**src/rtl/fir_pkg.sv**
```systemverilog
// fir_pkg: shared types and constants for the FIR coefficient store.
//   coeff_t      - signed coefficient word at the FIR datapath width
//   bank_state_t - commit/swap state of the coefficient bank
//   BANK_VER_W   - width of the completed-swap counter
package fir_pkg;

  localparam int FIR_BITWIDTH = 16;
  localparam int BANK_VER_W   = 8;

  typedef logic signed [FIR_BITWIDTH-1:0] coeff_t;

  typedef enum logic [1:0] {
    IDLE    = 2'd0,
    PENDING = 2'd1,
    SETTLE  = 2'd2
  } bank_state_t;

endpackage

```
**src/rtl/fir_coeff_shadow.sv**
```systemverilog
// fir_coeff_shadow: N-entry shadow register file for FIR taps.
//   clk, rst : clock, synchronous active-high reset (clears all entries)
//   we       : write strobe, already qualified by the owner (state, range)
//   waddr    : write index
//   wdata    : signed tap value
//   raddr    : readback index; out-of-range indices read as zero
//   rdata    : registered readback, one-cycle latency, returns the pre-write
//              value on a same-cycle write/read of one address
//   bank     : whole shadow bank in parallel, feeds the active-bank swap
module fir_coeff_shadow
  import fir_pkg::*;
#(
  parameter int  BITWIDTH = 16,
  parameter int  N        = 16,
  localparam int AW       = $clog2(N)
) (
  input  logic                       clk,
  input  logic                       rst,
  input  logic                       we,
  input  logic [AW-1:0]              waddr,
  input  logic signed [BITWIDTH-1:0] wdata,
  input  logic [AW-1:0]              raddr,
  output logic signed [BITWIDTH-1:0] rdata,
  output logic signed [BITWIDTH-1:0] bank [N]
);

  logic rd_in_range;

  // With a power-of-two depth every encodable index is a real entry.
  if (N == (1 << AW)) begin : g_rd_pow2
    assign rd_in_range = 1'b1;
  end else begin : g_rd_npow2
    localparam logic [AW:0] N_LIM = (AW+1)'(N);
    assign rd_in_range = ({1'b0, raddr} < N_LIM);
  end

  always_ff @(posedge clk) begin
    if (rst) begin
      for (int i = 0; i < N; i++) bank[i] <= '0;
      rdata <= '0;
    end else begin
      if (we) bank[waddr] <= wdata;
      rdata <= rd_in_range ? bank[raddr] : '0;
    end
  end

endmodule

```
**src/rtl/fir_coeff_bank.sv**
```systemverilog
// fir_coeff_bank: double-buffered coefficient store for the FIR block.
// Taps are written one at a time into a shadow bank; a commit copies the
// whole shadow bank into the active bank on a sample tick so the FIR never
// sees a half-updated tap set.
//   clk, rst : clock, synchronous active-high reset
//   enable   : FIR sample tick (same net as FIR enable)
//   wr_en, wr_addr, wr_data : shadow write port
//   rd_addr, rd_data        : shadow readback, registered
//   commit   : swap request, level sampled each cycle
//   coeffs   : active bank, drives FIR coeffs
//   pending  : a commit is waiting for a sample tick
//   settled  : FIR output fully reflects the active bank
//   wr_err   : one-cycle pulse after a rejected write
//   bank_ver : count of completed swaps, wraps at 255
module fir_coeff_bank
  import fir_pkg::*;
#(
  parameter int  BITWIDTH = 16,
  parameter int  N        = 16,
  localparam int AW       = $clog2(N)
) (
  input  logic                       clk,
  input  logic                       rst,
  input  logic                       enable,
  input  logic                       wr_en,
  input  logic [AW-1:0]              wr_addr,
  input  logic signed [BITWIDTH-1:0] wr_data,
  input  logic [AW-1:0]              rd_addr,
  output logic signed [BITWIDTH-1:0] rd_data,
  input  logic                       commit,
  output logic signed [BITWIDTH-1:0] coeffs [N],
  output logic                       pending,
  output logic                       settled,
  output logic                       wr_err,
  output logic [BANK_VER_W-1:0]      bank_ver
);

  bank_state_t                state;
  logic                       wr_in_range;
  logic                       wr_ok;
  logic signed [BITWIDTH-1:0] shadow_bank [N];

  if (N == (1 << AW)) begin : g_wr_pow2
    assign wr_in_range = 1'b1;
  end else begin : g_wr_npow2
    localparam logic [AW:0] N_LIM = (AW+1)'(N);
    assign wr_in_range = ({1'b0, wr_addr} < N_LIM);
  end

  // The committed set is frozen while a swap is outstanding.
  assign wr_ok = wr_en && wr_in_range && (state != PENDING);

  fir_coeff_shadow #(
    .BITWIDTH (BITWIDTH),
    .N        (N)
  ) u_shadow (
    .clk   (clk),
    .rst   (rst),
    .we    (wr_ok),
    .waddr (wr_addr),
    .wdata (wr_data),
    .raddr (rd_addr),
    .rdata (rd_data),
    .bank  (shadow_bank)
  );

  // Status decodes come straight from the state register, so no input
  // reaches an output without passing a flop.
  assign pending = (state == PENDING);
  assign settled = (state == IDLE);

  always_ff @(posedge clk) begin
    if (rst) begin
      state    <= IDLE;
      wr_err   <= 1'b0;
      bank_ver <= '0;
      for (int i = 0; i < N; i++) coeffs[i] <= '0;
    end else begin
      wr_err <= wr_en && !wr_ok;
      case (state)
        IDLE: begin
          if (commit) state <= PENDING;
        end
        PENDING: begin
          // Whole-bank copy on a single edge; a repeated commit here is
          // absorbed because we only leave on the sample tick.
          if (enable) begin
            coeffs   <= shadow_bank;
            bank_ver <= bank_ver + 1'b1;
            state    <= SETTLE;
          end
        end
        SETTLE: begin
          // One enabled tick lets the FIR product register catch up with
          // the new bank; a fresh commit abandons the wait.
          if (commit)      state <= PENDING;
          else if (enable) state <= IDLE;
        end
        default: state <= IDLE;
      endcase
    end
  end

endmodule

```
**config.mk**
```make
export PLATFORM = sky130hd
export DESIGN_NAME = fir_coeff_bank
export DESIGN_NICKNAME = d
export VERILOG_FILES = /design/src/rtl/fir_pkg.sv /design/src/rtl/fir_coeff_shadow.sv /design/src/rtl/fir_coeff_bank.sv
export SDC_FILE = /design/constraint.sdc
export NUM_CORES = 1
export LEC_CHECK = 0
export BUFFER_PORTS_ARGS = -buffer_cell sky130_fd_sc_hd__buf_2
export CAP_MARGIN = 20
export CORE_UTILIZATION = 40
export CTS_BUF_LIST = sky130_fd_sc_hd__clkbuf_4 sky130_fd_sc_hd__clkbuf_8
export CTS_CLUSTER_SIZE = 14
export DETAILED_ROUTE_END_ITERATION = 8
export MAX_ROUTING_LAYER = met4
export PLACE_DENSITY_LB_ADDON = 0.3
export SLEW_MARGIN = 20
export SYNTH_ARGS = -nofsm -noshare
export SYNTH_HDL_FRONTEND = slang
export SYNTH_SLANG_ARGS = --single-unit
```
**constraint.sdc**
```tcl
create_clock -name clk -period 4.3 [get_ports clk]
set_input_delay 0 -clock clk [delete_from_list [all_inputs] [get_ports clk]]
set_output_delay 0 -clock clk [all_outputs]
set_load 0.05 [all_outputs]
```
==> results of run 1 <==
## routing by layer
| metal | track usage (%) | routed length [um] | vias up |
|---|---|---|---|
| li1 | - | - | 8057 |
| met1 | 32.87 | 30200 | 8608 |
| met2 | 44.16 | 35770 | 646 |
| met3 | 4.280 | 4298 | 163 |
| met4 | 11.91 | 2976 | 0 |
| met5 | - | 0 | - |
## kinds of logic (layout without fill, tap and decap cells)
group	Yosys count	after routing	share of synthesized area [%]
mux	361	361	19.11
compound gates	302	302	7.438
other cells	0	1	0
flops	539	539	50.07
xor+xnor	6	6	0.2439
fa+ha+maj	1	1	0.05805
simple gates	858	858	19.01
buf+inv	203	513	4.064
## through the flow
| step | hold slack [ps] | setup WS (ps) | std cells | total power, mW | instance area [um^2] |
|---|---|---|---|---|---|
| after detailed placement | 263.5 | 2109 | 3088 | 5.751 | 23310 |
| final | 46.83 | 1897 | 3269 | 10.54 | 25450 |
| after floorplan | 142.7 | 2639 | 2270 | 5.578 | 21550 |
| after global routing | 52.67 | 1748 | 3269 | 10.88 | 25450 |
| after CTS | 3.345 | 1924 | 3268 | 10.60 | 25440 |
| after global placement | 254.9 | 2164 | 3087 | 5.742 | 23290 |
## power by group through the flow
stage	Combinational [mW]	Clock, mW	Sequential (mW)
after global placement	0.552	0	5.19
after detailed placement	0.561	0	5.19
after global routing	0.610	5.19	5.08
final	0.581	4.87	5.08
after CTS	0.574	4.94	5.08
after floorplan	0.373	0	5.20
## repair_timing
| item | 4_1_cts | 5_1_grt |
|---|---|---|
| hold buffers | 18 | 0 |
| endpoints found under the hold margin | 203 | 0 |
| setup buffers | 0 | 0 |
## state kept, by name (all words and copies together), names as in the netlist
signal,count
coeffs,256
u_shadow.bank,256
u_shadow.rdata,16
bank_ver,8
state,2
wr_err,1
## critical path: cells and delay by family, from the launching register on
kind,cells,cell delay (ps)
multiplexers,1,200
buffers and inverters,2,630
flip-flops,1,380
AND/OR/NAND/NOR,3,1090
## worst min-delay path by stage
stage                     from          endpoint  slack (ps)  cells past startpoint
finish              wr_data[6]  u_shadow.bank[6]          50                      3
global route        wr_data[6]  u_shadow.bank[6]          50                      3
CTS                 wr_data[6]  u_shadow.bank[6]           3                      3
detailed placement      commit          state[0]         260                      3
global placement        commit          state[0]         250                      3
floorplan               commit          state[0]         140                      2
## area by class of cell
| cell class | instances | area, um^2 | area share, % |
|---|---|---|---|
| clock inverters | 15 | 117.6 | 0.4622 |
| clock buffers | 147 | 1836 | 7.213 |
| diodes | 1 | 2.502 | 0.009833 |
| inverters | 4 | 17.52 | 0.06883 |
| multi-input cells | 1528 | 9892 | 38.87 |
| repair buffers | 347 | 1932 | 7.591 |
| flip-flops and latches | 539 | 10790 | 42.40 |
| well taps | 688 | 860.8 | 3.383 |
## cell usage in the layout, fill, tap and decap left out, drive strengths merged, types with 3 or more instances in the layout
cell	n
nor3	3
nand4	3
clkinv	9
mux2i	308
o22ai	16
nor2	12
nor2b	11
nand2b	275
a21oi	260
inv	6
mux4	39
o32ai	7
buf	329
xor2	3
mux2	14
xnor2	3
dlygate4sd3	18
clkbuf	147
a22oi	18
nand2	536
nand3	6
dfxtp	539
clkinvlp	3
==> impl_metrics.yaml, run 1 <==
drt:
  drt_pre_antenna_iters: 8
  via_density_per_instance: 5.345
  drt_first_iter_violations: 1526
  vias: 17474
  routed_wire_length_per_instance_um: 22.41
  route.detailed.drc: 15
  finalWirelength_mm: 73.25
  antenna_left: 0
logic_synthesis:
  yosys.cell_types.count: 40
  synth_seq_cells: 539
  netlist_top_cells_area: "sky130_fd_sc_hd__dfxtp_1 50%, sky130_fd_sc_hd__mux2i_1 14%, sky130_fd_sc_hd__nand2_1 9.2%, sky130_fd_sc_hd__nand2b_1 8.0%, sky130_fd_sc_hd__a21oi_1 6.0%"
  synth.top_cell.area_share_pct: 50.07
  netlist_top_cells_count: "539 x sky130_fd_sc_hd__dfxtp_1, 527 x sky130_fd_sc_hd__nand2_1, 308 x sky130_fd_sc_hd__mux2i_1"
  ys_warn_count: 0
  synth.yosys.seq_area_share_pct: 50.07
  post-synth-top-area-cell: "sky130_fd_sc_hd__dfxtp_1"
  synth_edf_count: 0
  synth_area_mm2: 0.02155
  async_flop_share_pct: 0
  synth_instances: 2270
  synthesis.area_per_instance_um2: 9.493
  synth.most_common_cell: "sky130_fd_sc_hd__dfxtp_1"
  dominantRegCellSynth: "sky130_fd_sc_hd__dfxtp_1"
  mappedNetlistNets: 2300
timing:
  finClkSkew_ps: 26.74
  finalSetupViolCount: 0
  max_slew_margin_pct: 18.39
  fin_crit_sh_pct: 55.88
  grt_setup_unrepaired: "false"
  worst_pin_slew_ps: 1224
  maxSlewViolCount: 0
  setup_total_negative_slack_ps: 0
  max_freq_ghz: 0.4162
  fin_crit_ps: 2403
  fin_hold_viols: 0
setup_path:
  worst-endpoint-required_ps: 4880
  crit_chain: "nand2b_4, inv_4, nor4_4, nand2_4, mux2i_1, dlygate4sd3_1"
  r2r_start: "state[1]"
  crit_path_max_fanout: 16
  cp_slowest_stage_delay_ps: 570
  critPathArrivalTime_ps: 2980
  setup_slack_on_the_worst_flop_to_flop_path_ps: 1900
  critical_path.endpoint: "u_shadow.bank[232]"
  critPathLaunch: "state[1]"
  critPathCaptureType: "flop"
  worst-setup-path-type: "flop to flop"
  worst-r2r-cell-count: 6
  timing.critical_path.from_type: "flop"
  critPathSlowestCell: "sky130_fd_sc_hd__dlygate4sd3_1"
  crit-reg2reg-capture: "u_shadow.bank[232]"
final_layout:
  layout.filler_cells: 5088
  flow.area_growth_from_synthesis_pct: 18.09
  utilization_pct: 48.14
  final_layout_size_suffix_gt1_share_pct: 21.94
  total_number_of_nets_in_the_final_design: 2540
floorplanning:
  ios: 312
  num_rows: 84
  dieWidth_um: 234.1
  fp.coreArea_mm2: 0.05287
  dieArea_mm2: 0.05481
  initial_core_util_pct: 40.76
  floorplan.die.height_um: 234.1
power_and_ir_drop:
  cellLeakagePower_nw: 11.36
  clkPwrFrac_pct: 46.2
  p_sw_mw: 2.568
  net_sw_share_pct: 24.37
  power.internal_mw: 7.970
  comb_power_share_pct: 5.5
  power_frac_seq_pct: 48.2
  power.density_mw_per_mm2: 414.1
  vdd_ir_drop_max_mv: 0.2189
placement:
  numPortBuffers: 311
  weighted_congestion_at_the_end_of_routability_driven_global_placement: 0.9464
  place.detailed.hpwl_mm: 50.87
run:
  reported_max_cap_violation_count: 0
cts:
  clk_transition_reported_paths_ps: 70
  cts_resized: 0
  tritoncts_buffer_count: 90
  tritoncts: "done"
  cts.path.max_buffers: 3
  insertion_delay_ps: 680
  cts_num_sinks: 539
  clockRootBuffer: "sky130_fd_sc_hd__clkbuf_8"
  clock_tree.htree_level_count: 3
status:
  run_status: "finished, violations left"
  violations: "design-rule violations"
grt:
  number_of_antenna_violations_at_the_first_check_in_global_routing: 4
  grt_util_all_layers_pct: 27.04
  maximum_number_of_pins_on_one_net_before_global_route_repair: 276
  grt_first_pass_wirelength_mm: 106.7
  via_count_of_the_first_global_routing_pass: 16927
  grt.overflow.total: 0
min_path:
  worstHoldPathType: "primary input to flop"
Power figures use the tool's default switching activity.
==> run 2: changes to the inputs <==
clock period = 2.35 ns   (was 4.3 ns; I/O delays follow)
==> run 2 against run 1 <==
Against the previous run: the flow still finishes with violations (design-rule violations); register-to-register slack worse by 1900 ps; hold slack better by 11 ps; sequential share of layout area decreased by 0.83 points; maximum frequency grew 4.1%; critical endpoint is now u_shadow.bank[193].
==> impl_metrics.yaml, run 2 (synthesized netlist as in run 1, its figures left out) <==
setup_path:
  cp_slowest_stage_delay_ps: 580
  critical-path-top-delay-family: "buffers and inverters"
  critPathCaptureType: "flop"
  crit_chain: "nand2b_4, inv_4, nor4_4, buf_4, nand3_4, mux2i_1, dlygate4sd3_1"
  timing.critical_path.from_type: "flop"
  critPathLaunch: "state[1]"
  critPathArrivalTime_ps: 2890
  worst-setup-path-type: "flop to flop"
  worst-endpoint-required_ps: 2930
  r2r_start: "state[1]"
  crit_path_max_fanout: 16
  critPathSlowestCell: "sky130_fd_sc_hd__dlygate4sd3_1"
  timing.critical_path.buf_inv: 3
drt:
  drt_pre_antenna_iters: 9
  route.detailed.drc: 15
  via_density_per_instance: 5.320
  vias: 17613
  routed_wire_length_per_instance_um: 22.39
  drt_first_iter_violations: 1712
  finalWirelength_mm: 74.12
  antenna_left: 0
grt:
  maximum_number_of_pins_on_one_net_before_global_route_repair: 152
  global_route_met1_usage_pct: 33.79
  via_count_of_the_first_global_routing_pass: 17027
  number_of_antenna_violations_at_the_first_check_in_global_routing: 0
  grt_first_pass_wirelength_mm: 108.3
  global_route_met2_usage_pct: 44.20
  top_usage_layer: "met2"
  grt_util_all_layers_pct: 27.37
  grtUsageMet3_pct: 4.548
  grt.overflow.total: 0
floorplanning:
  ios: 312
  dieArea_mm2: 0.05481
  floorplan.die.height_um: 234.1
  initial_core_util_pct: 40.76
  fp.coreArea_mm2: 0.05287
  dieWidth_um: 234.1
  num_rows: 84
final_layout:
  layout_common_cells: "539 x sky130_fd_sc_hd__dfxtp_1, 527 x sky130_fd_sc_hd__nand2_1, 308 x sky130_fd_sc_hd__mux2i_1, 308 x sky130_fd_sc_hd__buf_2, 274 x sky130_fd_sc_hd__nand2b_1"
  total_number_of_nets_in_the_final_design: 2581
  antenna_cells: 0
  utilization_pct: 49.10
  flow.area_growth_from_synthesis_pct: 20.45
  layout.cells.most_common: "sky130_fd_sc_hd__dfxtp_1"
  reg_top3: "coeffs (256), u_shadow.bank (256), u_shadow.rdata (16)"
  final_layout_size_suffix_gt1_share_pct: 22.61
timing:
  max_freq_ghz: 0.4331
  setup_total_negative_slack_ps: 0
  fin_hold_ws_ps: 57.61
  max_slew_margin_pct: 34.29
  finClkSkew_ps: 26.60
  fin_crit_ps: 2309
  maxSlewViolCount: 0
  fin_hold_viols: 0
  finalSetupViolCount: 0
  worst_pin_slew_ps: 985.6
  fin_crit_sh_pct: 98.24
  worst_slack_ps: 41.27
cts:
  cts.path.max_buffers: 3
  cts_num_sinks: 539
  clockRootBuffer: "sky130_fd_sc_hd__clkbuf_8"
  tritoncts_buffer_count: 91
  tritoncts: "done"
  clk_transition_reported_paths_ps: 60
  cts_resized: 0
  clock_tree.htree_level_count: 3
  insertion_delay_ps: 690
placement:
  place.detailed.hpwl_mm: 52.14
  numPortBuffers: 311
  pre_cts_slack_ps: 552.7
  weighted_congestion_at_the_end_of_routability_driven_global_placement: 1.008
power_and_ir_drop:
  fin_total_pwr_mw: 19.67
  power.internal_mw: 14.93
  p_sw_mw: 4.741
  power_frac_seq_pct: 47.3
  cellLeakagePower_nw: 11.62
  clkPwrFrac_pct: 47.0
  vdd_ir_drop_max_mv: 0.3757
  comb_power_share_pct: 5.7
  net_sw_share_pct: 24.10
  power.density_mw_per_mm2: 757.9
status:
  violations: "design-rule violations"
  run_status: "finished, violations left"
min_path:
  hold_path.startpoint: "wr_data[15]"
  worstHoldPathType: "primary input to flop"
run:
  reported_max_cap_violation_count: 0
[run 2: cell count changes in the layout (fill, tap and decap cells not counted), moves of 2 or more]
cell / change
sky130_fd_sc_hd__buf_12: +8
sky130_fd_sc_hd__buf_4: +19
sky130_fd_sc_hd__bufinv_16: +2
sky130_fd_sc_hd__clkbuf_4: -4
sky130_fd_sc_hd__clkbuf_8: +4
sky130_fd_sc_hd__clkinv_2: +2
sky130_fd_sc_hd__dlygate4sd3_1: +14
sky130_fd_sc_hd__nand2b_1: +2
sky130_fd_sc_hd__nand2b_2: -2
[run 2: timing repair]
action,in CTS,in global routing
endpoints found under the setup margin,0,2
hold endpoints to repair,322,0
hold buffers,32,0
buffers inserted,0,2
[run 2: layout make-up]
type | count | area, um^2
inverters | 4 | 17.52
fillers | 4974 | 26910
clock inverters | 18 | 180.2
clock buffers | 147 | 1861
flip-flops and latches | 539 | 10790
well taps | 688 | 860.8
repair buffers | 387 | 2360
multi-input cells | 1528 | 9887
[run 2: final timing paths]
path | endpoint | slack [ps] | cells after the start
hold / removal | u_shadow.bank[111] | 60 | 3
setup reg to reg | u_shadow.bank[193] | 40 | 7
hold reg to reg | coeffs[193] | 450 | 2
setup / recovery | u_shadow.bank[193] | 40 | 7
[run 2: metrics by stage]
step,cell area [um^2],cells
6_report,25960,3311
4_1_cts,25940,3309
3_3_place_gp,23580,3112
5_1_grt,25960,3311
3_5_place_dp,23580,3112
2_1_floorplan,21550,2270
[run 2: worst min-delay path, cell delays in order]
cell	delay, ps
sky130_fd_sc_hd__buf_2	80
sky130_fd_sc_hd__nand2b_1	360
sky130_fd_sc_hd__mux2i_1	250
[run 2: power by group through the flow]
stage / sequential (mW) / clock (mW) / combinational, mW
2_1_floorplan: 9.52 / 0 / 0.683
3_3_place_gp: 9.50 / 0 / 1.05
3_5_place_dp: 9.50 / 0 / 1.06
4_1_cts: 9.30 / 9.37 / 1.10
5_1_grt: 9.30 / 9.82 / 1.17
6_report: 9.31 / 9.25 / 1.11
[run 2: routing by layer]
layer  share of wire [%]  wire length (um)
met3                 5.7              4243
met2                  48             35810
met5                   0                 0
met4                 3.9              2886
met1                  42             31190
